**src/rtl/bcd_countdown_timer.sv**
```systemverilog
// Loadable BCD countdown timer for an M:SS.t display.
// A four-state FSM (IDLE/RUN/PAUSE/DONE) gates the external tick strobe `en`.
// Each accepted tick removes one tenth of a second from the count.
// Reaching 0:00.0 enters DONE and raises `expired`.
module bcd_countdown_timer #(
  parameter int DONE_PULSE = 1
) (
  input  logic       clk,
  input  logic       r,
  input  logic       en,
  input  logic       load,
  input  logic [3:0] set_q0,
  input  logic [7:0] set_qs,
  input  logic [3:0] set_qm,
  input  logic       start,
  input  logic       pause,
  output logic [3:0] q0,
  output logic [7:0] qs,
  output logic [3:0] qm,
  output logic       running,
  output logic       done,
  output logic       expired
);

  typedef enum logic [1:0] {IDLE, RUN, PAUSE, DONE} state_t;

  state_t     state;
  state_t     state_nxt;
  logic       exp_p;
  logic       count_zero;
  logic       last_tick;
  logic       tick;
  logic [3:0] dec_q0;
  logic [7:0] dec_qs;
  logic [3:0] dec_qm;

  // Clamp a preset digit to its largest legal BCD value.
  function automatic logic [3:0] sat_digit(input logic [3:0] d, input logic [3:0] max);
    return (d > max) ? max : d;
  endfunction

  assign count_zero = (q0 == 4'd0) && (qs == 8'h00) && (qm == 4'd0);
  // A tick is taken only in RUN, and only when neither load nor pause outranks it.
  assign tick       = (state == RUN) && en && !load && !pause;
  // The tick that takes 0:00.1 down to 0:00.0 also moves the FSM into DONE.
  assign last_tick  = tick && (qm == 4'd0) && (qs == 8'h00) && (q0 == 4'd1);

  // Borrow chain: each digit wraps to its maximum and borrows from the next digit up.
  always_comb begin
    dec_q0 = q0;
    dec_qs = qs;
    dec_qm = qm;
    if (q0 != 4'd0) begin
      dec_q0 = q0 - 4'd1;
    end else begin
      dec_q0 = 4'd9;
      if (qs[3:0] != 4'd0) begin
        dec_qs[3:0] = qs[3:0] - 4'd1;
      end else begin
        dec_qs[3:0] = 4'd9;
        if (qs[7:4] != 4'd0) begin
          dec_qs[7:4] = qs[7:4] - 4'd1;
        end else begin
          dec_qs[7:4] = 4'd5;
          dec_qm      = qm - 4'd1;
        end
      end
    end
  end

  // State register.
  always_ff @(posedge clk) begin
    if (r) state <= IDLE;
    else   state <= state_nxt;
  end

  // Next-state logic. Input priority is load > pause > start > en.
  always_comb begin
    state_nxt = state;
    if (load) begin
      state_nxt = IDLE;
    end else begin
      case (state)
        IDLE, PAUSE: if (!pause && start) state_nxt = count_zero ? DONE : RUN;
        RUN: begin
          if (pause)          state_nxt = PAUSE;
          else if (last_tick) state_nxt = DONE;
        end
        default: state_nxt = state;
      endcase
    end
  end

  // Registered one-cycle flag: high during the first cycle spent in DONE.
  always_ff @(posedge clk) begin
    if (r) exp_p <= 1'b0;
    else   exp_p <= (state_nxt == DONE) && (state != DONE);
  end

  // Digit registers: saturating preset load, or one decrement per accepted tick.
  always_ff @(posedge clk) begin
    if (r) begin
      q0 <= 4'd0;
      qs <= 8'h00;
      qm <= 4'd0;
    end else if (load) begin
      q0 <= sat_digit(set_q0, 4'd9);
      qs <= {sat_digit(set_qs[7:4], 4'd5), sat_digit(set_qs[3:0], 4'd9)};
      qm <= sat_digit(set_qm, 4'd9);
    end else if (tick) begin
      q0 <= dec_q0;
      qs <= dec_qs;
      qm <= dec_qm;
    end
  end

  // Status outputs are decoded from registered state only.
  always_comb begin
    running = (state == RUN);
    done    = (state == DONE);
    expired = (DONE_PULSE != 0) ? exp_p : (state == DONE);
  end

endmodule
```
**config.mk**
```make
export PLATFORM = sky130hd
export DESIGN_NAME = bcd_countdown_timer
export DESIGN_NICKNAME = d
export VERILOG_FILES = /design/src/rtl/bcd_countdown_timer.sv
export SDC_FILE = /design/constraint.sdc
export NUM_CORES = 1
export LEC_CHECK = 0
export ABC_AREA = 0
export ABC_CLOCK_PERIOD_IN_PS = 1640
export CAP_MARGIN = 0
export CELL_PAD_IN_SITES_DETAIL_PLACEMENT = 1
export CELL_PAD_IN_SITES_GLOBAL_PLACEMENT = 2
export CORE_UTILIZATION = 22
export DETAILED_ROUTE_END_ITERATION = 16
export GPL_TIMING_DRIVEN = 0
export PLACE_DENSITY_LB_ADDON = 0.1
export SYNTH_ARGS = -nofsm -noshare
export SYNTH_HDL_FRONTEND = slang
export SYNTH_SLANG_ARGS = --single-unit
```
**constraint.sdc**
```tcl
create_clock -name clk -period 1.64 [get_ports clk]
set_input_delay 0.328 -clock clk [delete_from_list [all_inputs] [get_ports clk]]
set_output_delay 0.328 -clock clk [all_outputs]
set_load 0.01 [all_outputs]
```
==> impl_metrics.json, run 1 <==
{
  "rsz0062_at_grt": "true",
  "ys_ff_latch": 19,
  "place_ws_ps": -665.8,
  "postRouteAntennaNets": 0,
  "wl_um": 3783,
  "place_area_mm2": 0.001602,
  "drt_iter0_markers": 54,
  "grt_antenna_before_repair": 0,
  "arrival_ps": 1870,
  "min_period_ps": 1699,
  "end_kind": "flop",
  "switching_share_pct": 29.17,
  "grt-busiest-layer": "met2",
  "grt_use_met1_pct": 20.20,
  "synth_cells": 135,
  "post-route-period-util_pct": 103.6,
  "final_common_cell": "clkdlybuf4s50_1",
  "hold_class": "input pin to flop",
  "synth_ff_type": "dfxtp_1",
  "num-fill-cells": 596,
  "setup.worst_path.start_class": "flop",
  "via_per_inst": 4.936,
  "final_cell_mix": "clkdlybuf4s50_1 (34), nor2_1 (17), dfxtp_1 (8), dfxtp_2 (8)",
  "io-pin-count": 41,
  "grt_use_total_pct": 15.49,
  "postCtsHoldBufs": 0,
  "syn_to_final_growth_pct": 56.83,
  "violations": "setup timing",
  "setup-violations-final": 1,
  "gr-usage-met2_pct": 26.30,
  "drv_cap": 0,
  "register_area_um2": 401.6,
  "cts.sinks": 19,
  "worst-slew-pin-transition_ps": 549.1,
  "synth-edff-count": 0,
  "status": "complete, but fails checks",
  "vias": 1239,
  "slew_viol_final": 0,
  "path_class": "flop to flop",
  "remaining_drc_errors": 0,
  "core_area_mm2": 0.004817,
  "syn-mean-instance-area_um2": 8.351,
  "combinationalPowerShare_pct": 23.8,
  "fin_ws_ps": -59.03,
  "grt_max_degree": 11,
  "hold_viol_final": 0,
  "p_per_area_mw_per_mm2": 644.1,
  "path_clk_slew_ps": 80,
  "max_freq_ghz": 0.5886,
  "clkLatencyLatePin_ps": 260,
  "numCtsBuffers": 3,
  "clock_path_buffers": 2,
  "cts_tree": "yes",
  "clock_skew_ps": 2.659,
  "grt_pass1_wl_um": 6430,
  "irDropWorstVdd_mv": 0.2395,
  "port_buffers": 39,
  "dp_hpwl_um": 2766,
  "start_util_pct": 23.40,
  "required_ps": 1810,
  "multi_input_area_um2": 732.0,
  "nets": 209,
  "grt-ovfl-total": 0,
  "grt_use_met3_pct": 2.195,
  "syn-cell-area_mm2": 0.001127,
  "place_congestion": 0.7563,
  "fin_cells": 251,
  "power.share.clock_pct": 30.1,
  "syn_nets": 159,
  "setup-tns-final_ps": -59.03,
  "first_pass_iters": 4,
  "layout-drive-gt1-share_pct": 20.11,
  "grt_pass1_vias": 1366,
  "ys_warn_count": 0,
  "cts_max_level": 1,
  "ys_seq_area_share_pct": 33.74,
  "power_leakage_uw": 0.0006670,
  "synth.distinct_cells": 46,
  "std_cell_rows": 25,
  "n_antenna_cell": 0,
  "fin_util_pct": 36.70,
  "die_h_um": 73.59,
  "root_buffer": "clkbuf_8",
  "placed_cells_incl_taps": 241,
  "crit_fanout": 7,
  "slew_headroom_pct": 63.39,
  "wl_per_cell_um": 15.07,
  "ys_async_sr_fraction_pct": 0,
  "die_w_um": 73.59,
  "die_area_mm2": 0.005415,
  "sequentialPowerShare_pct": 46.1,
  "internal_power_uw": 806.5,
  "p_switching_uw": 332.1,
  "fin_area_mm2": 0.001768
}
==> sequential cells by signal (all words and copies together) (netlist names) <==
signal,cells
qm,4
q0,4
expired,1
state,2
qs,8
==> synth_stat cells (3+ instances only) <==
cell type / n / area (um2)
dfxtp_1: 19 / 380.4
nor2_1: 17 / 63.81
inv_1: 7 / 26.28
o21ai_0: 7 / 35.03
a21oi_1: 6 / 30.03
a31oi_1: 5 / 31.28
clkbuf_1: 5 / 18.77
nand2_1: 5 / 18.77
o31a_1: 5 / 43.79
nand3_1: 4 / 20.02
a211oi_1: 3 / 22.52
and3_1: 3 / 18.77
nor3_1: 3 / 15.01
nor4_1: 3 / 18.77
nor4b_1: 3 / 26.28
or4_1: 3 / 22.52
==> final cells by class <==
class,instances,share of cell area [%]
Multi-Input combinational cell,101,41.40
Sequential cell,19,22.72
Clock buffer,4,2.548
Buffer,6,1.557
Tap cell,67,4.742
Inverter,8,1.699
Timing Repair Buffer,46,25.34
==> power groups by stage <==
stage	clock, uW	combinational [uW]	sequential (uW)
global route	383	299	531
detailed placement	0	258	532
global placement	0	257	532
floorplan	0	118	535
finish	342	271	525
CTS	356	264	527
==> worst max-delay path, stage by stage, from the launching register on <==
cell and delay [ps]:
dfxtp_4 380, nor4_4 330, nand3_2 170, or4_1 490, a311oi_1 250
==> routing by layer <==
layer | vias to the layer above | routed length (um) | part of all wire (%)
li1 | 617 | - | -
met3 | 2 | 132 | 3.5
met5 | - | 0 | 0
met4 | 0 | 20 | 0.53
met1 | 591 | 1830 | 48
met2 | 29 | 1799 | 48
==> per-stage QoR <==
stage / hold WS, ps / total power [uW]
after CTS: 379.1 / 1147
after detailed placement: 534.5 / 790.7
final: 390.2 / 1139
after floorplan: 408.1 / 653.1
after global placement: 523.9 / 789.1
after global routing: 396.7 / 1213
==> path summary, 6_finish.rpt <==
| path | cells past startpoint | slack, ps | from | endpoint |
|---|---|---|---|---|
| hold reg to reg | 2 | 550 | qm[0] | qm[0] |
| hold / removal | 2 | 390 | load | state[0] |
| setup reg to reg | 4 | -60 | qs[4] | qm[2] |
| setup / recovery | 4 | -60 | qs[4] | qm[2] |
==> timing repair <==
action                                  4_1_cts  5_1_grt
gates resized for setup                      18       14
endpoints found under the setup margin       27       17
pin swaps                                     4        4
buffers inserted                              4        3
endpoints found under the hold margin         0        0
==> logic make-up (layout without fill, tap and decap cells) <==
group / Yosys count / after routing / share of synthesized area, %
AOI/OAI and AO/OA: 40 / 40 / 24.86
xor gates and xnor gates: 2 / 2 / 1.554
adders and majority gates: 2 / 2 / 2.219
buffers and inverters: 15 / 64 / 5.105
DFF: 19 / 19 / 33.74
muxes: 2 / 2 / 1.776
and+or+nand+nor: 55 / 55 / 30.75
Note: power is estimated with default switching activity, not from simulation.
==> run 2, diff against run 1 <==
Settings changed: SETUP_SLACK_MARGIN set to 0.2.
==> run 2 against run 1 <==
Effect of this change: the flow still finishes with violations (setup timing); clock skew hardly changed; core utilization is 3.3 points higher; setup slack improved by 44 ps; sequential power about the same; cell count increased by 4.0%; maximum frequency increased by 2.7%; combinational power rose by 8.1%; clock power is essentially flat.
==> impl_metrics.json, run 2 (synthesized netlist as in run 1, its figures left out) <==
{
  "clock_path_buffers": 2,
  "wl_per_cell_um": 15.28,
  "hold_class": "input pin to flop",
  "io-pin-count": 41,
  "post-route-period-util_pct": 100.9,
  "slew_headroom_pct": 64.38,
  "postRouteAntennaNets": 0,
  "critPathBufInv": 0,
  "slew_viol_final": 0,
  "path_clk_slew_ps": 80,
  "layout-drive-gt1-share_pct": 29.38,
  "top_regs": "qs x8, q0 x4, qm x4",
  "arrival_ps": 1820,
  "place_congestion": 0.7469,
  "num-fill-cells": 575,
  "die_area_mm2": 0.005415,
  "root_buffer": "clkbuf_8",
  "worst-slew-pin-transition_ps": 534.3,
  "grt-ovfl-total": 0,
  "core_area_mm2": 0.004817,
  "drv_cap": 0,
  "grt_use_total_pct": 15.27,
  "grt_max_degree": 11,
  "status": "complete, but fails checks",
  "final_cell_mix": "clkdlybuf4s50_1 (19), dlygate4sd2_1 (18), nor2_1 (16)",
  "setup-violations-final": 1,
  "fin_area_mm2": 0.001928,
  "grt_antenna_before_repair": 0,
  "die_h_um": 73.59,
  "path_class": "flop to flop",
  "remaining_drc_errors": 0,
  "power.total_uw": 1158,
  "cp_cell_sequence": "nor4_4 > nand3_2 > or4_1 > a311oi_1",
  "clkLatencyLatePin_ps": 260,
  "std_cell_rows": 25,
  "largest_reg_flops": 8,
  "grt_pass1_wl_um": 6272,
  "numCtsBuffers": 3,
  "drt_iter0_markers": 33,
  "largest-register": "qs",
  "max_freq_ghz": 0.6044,
  "vias": 1273,
  "dp_hpwl_um": 2848,
  "min_period_ps": 1655,
  "clock_skew_ps": 2.673,
  "crit_slowest_cell": "or4_1",
  "start_util_pct": 23.40,
  "setup-tns-final_ps": -14.53,
  "cts.sinks": 19,
  "p_per_area_mw_per_mm2": 600.5,
  "cts_tree": "yes",
  "cts_max_level": 1,
  "power_leakage_uw": 0.0007843,
  "n_antenna_cell": 0,
  "end_kind": "flop",
  "port_buffers": 39,
  "via_per_inst": 4.877,
  "critPathMaxStageDelay_ps": 470,
  "crit_fanout": 4,
  "die_w_um": 73.59,
  "placed_cells_incl_taps": 241,
  "r2r_slack_ps": -10,
  "place_area_mm2": 0.001622,
  "wl_um": 3989,
  "fin_ws_ps": -14.53,
  "setup.worst_path.start_class": "flop",
  "nets": 219,
  "hold_viol_final": 0,
  "postCtsHoldBufs": 0,
  "critical_path.top_delay_family": "simple AND/OR/NAND/NOR gates",
  "first_pass_iters": 4,
  "rsz0062_at_grt": "true",
  "required_ps": 1810,
  "fin_util_pct": 40.03,
  "irDropWorstVdd_mv": 0.2865,
  "grt_pass1_vias": 1292,
  "violations": "setup timing",
  "final_common_cell": "clkdlybuf4s50_1",
  "syn_to_final_growth_pct": 71.03,
  "fin_cells": 261
}
==> run 2: cell count changes in the layout (fill, tap and decap cells not counted), sizes merged <==
cell,before,now
clkbuf,9,8
clkdlybuf4s50,34,19
dlymetal6s2s,2,1
clkdlybuf4s15,0,1
dlygate4sd2,3,18
buf,8,19
==> run 2: where the power goes <==
group	internal [uW]	switching [uW]
combinational	155	138
sequential	481	43.0
clock	173	167
total	809	348
==> run 2: worst reg2reg max path, stage by stage (launching register included) <==
cell and delay [ps]:
dfxtp_4 360, nor4_4 330, nand3_2 130, or4_1 480, a311oi_1 270
==> run 2: path summary, 6_finish.rpt <==
kind	from	to	depth (start not counted)
worst max-delay path	q0[2]	qm[2]	4
worst min-delay path	load	state[0]	2
worst max register to register	q0[2]	qm[2]	4
worst min register to register	qs[7]	qs[7]	1
==> run 2: area by class of cell <==
class                   count  area (um2)  area share (%)
multi-input cells         101       800.8           41.53
plain buffers               7       52.55           2.726
inverters                   8       30.03           1.557
well taps                  67       83.83           4.348
repair buffers             55       498.0           25.83
flip-flops and latches     19       417.9           21.67
clock buffers               4       45.04           2.336
==> run 2: metal layers <==
layer | wire, um | global-route usage, % | part of all wire (%) | vias up
li1 | - | - | - | 636
met1 | 1776 | 19.00 | 45 | 605
met2 | 2034 | 27.12 | 51 | 28
met3 | 142 | 3.155 | 3.6 | 4
met4 | 35 | 2.991 | 0.88 | 0
met5 | 0 | 0 | 0 | -
==> run 2: what timing repair did <==
item | in CTS | in global routing
resized for setup | 48 | 19
pin swaps | 14 | 9
setup buffers | 13 | 3
setup endpoints to repair | 36 | 20
==> run 2: metrics by stage <==
step	setup WS (ps)	hold WS [ps]
global placement	-585.0	521.2
global route	-104.0	281.9
finish	-14.53	274.1
detailed placement	-656.6	528.4
CTS	-16.87	265.4
floorplan	44.47	408.1
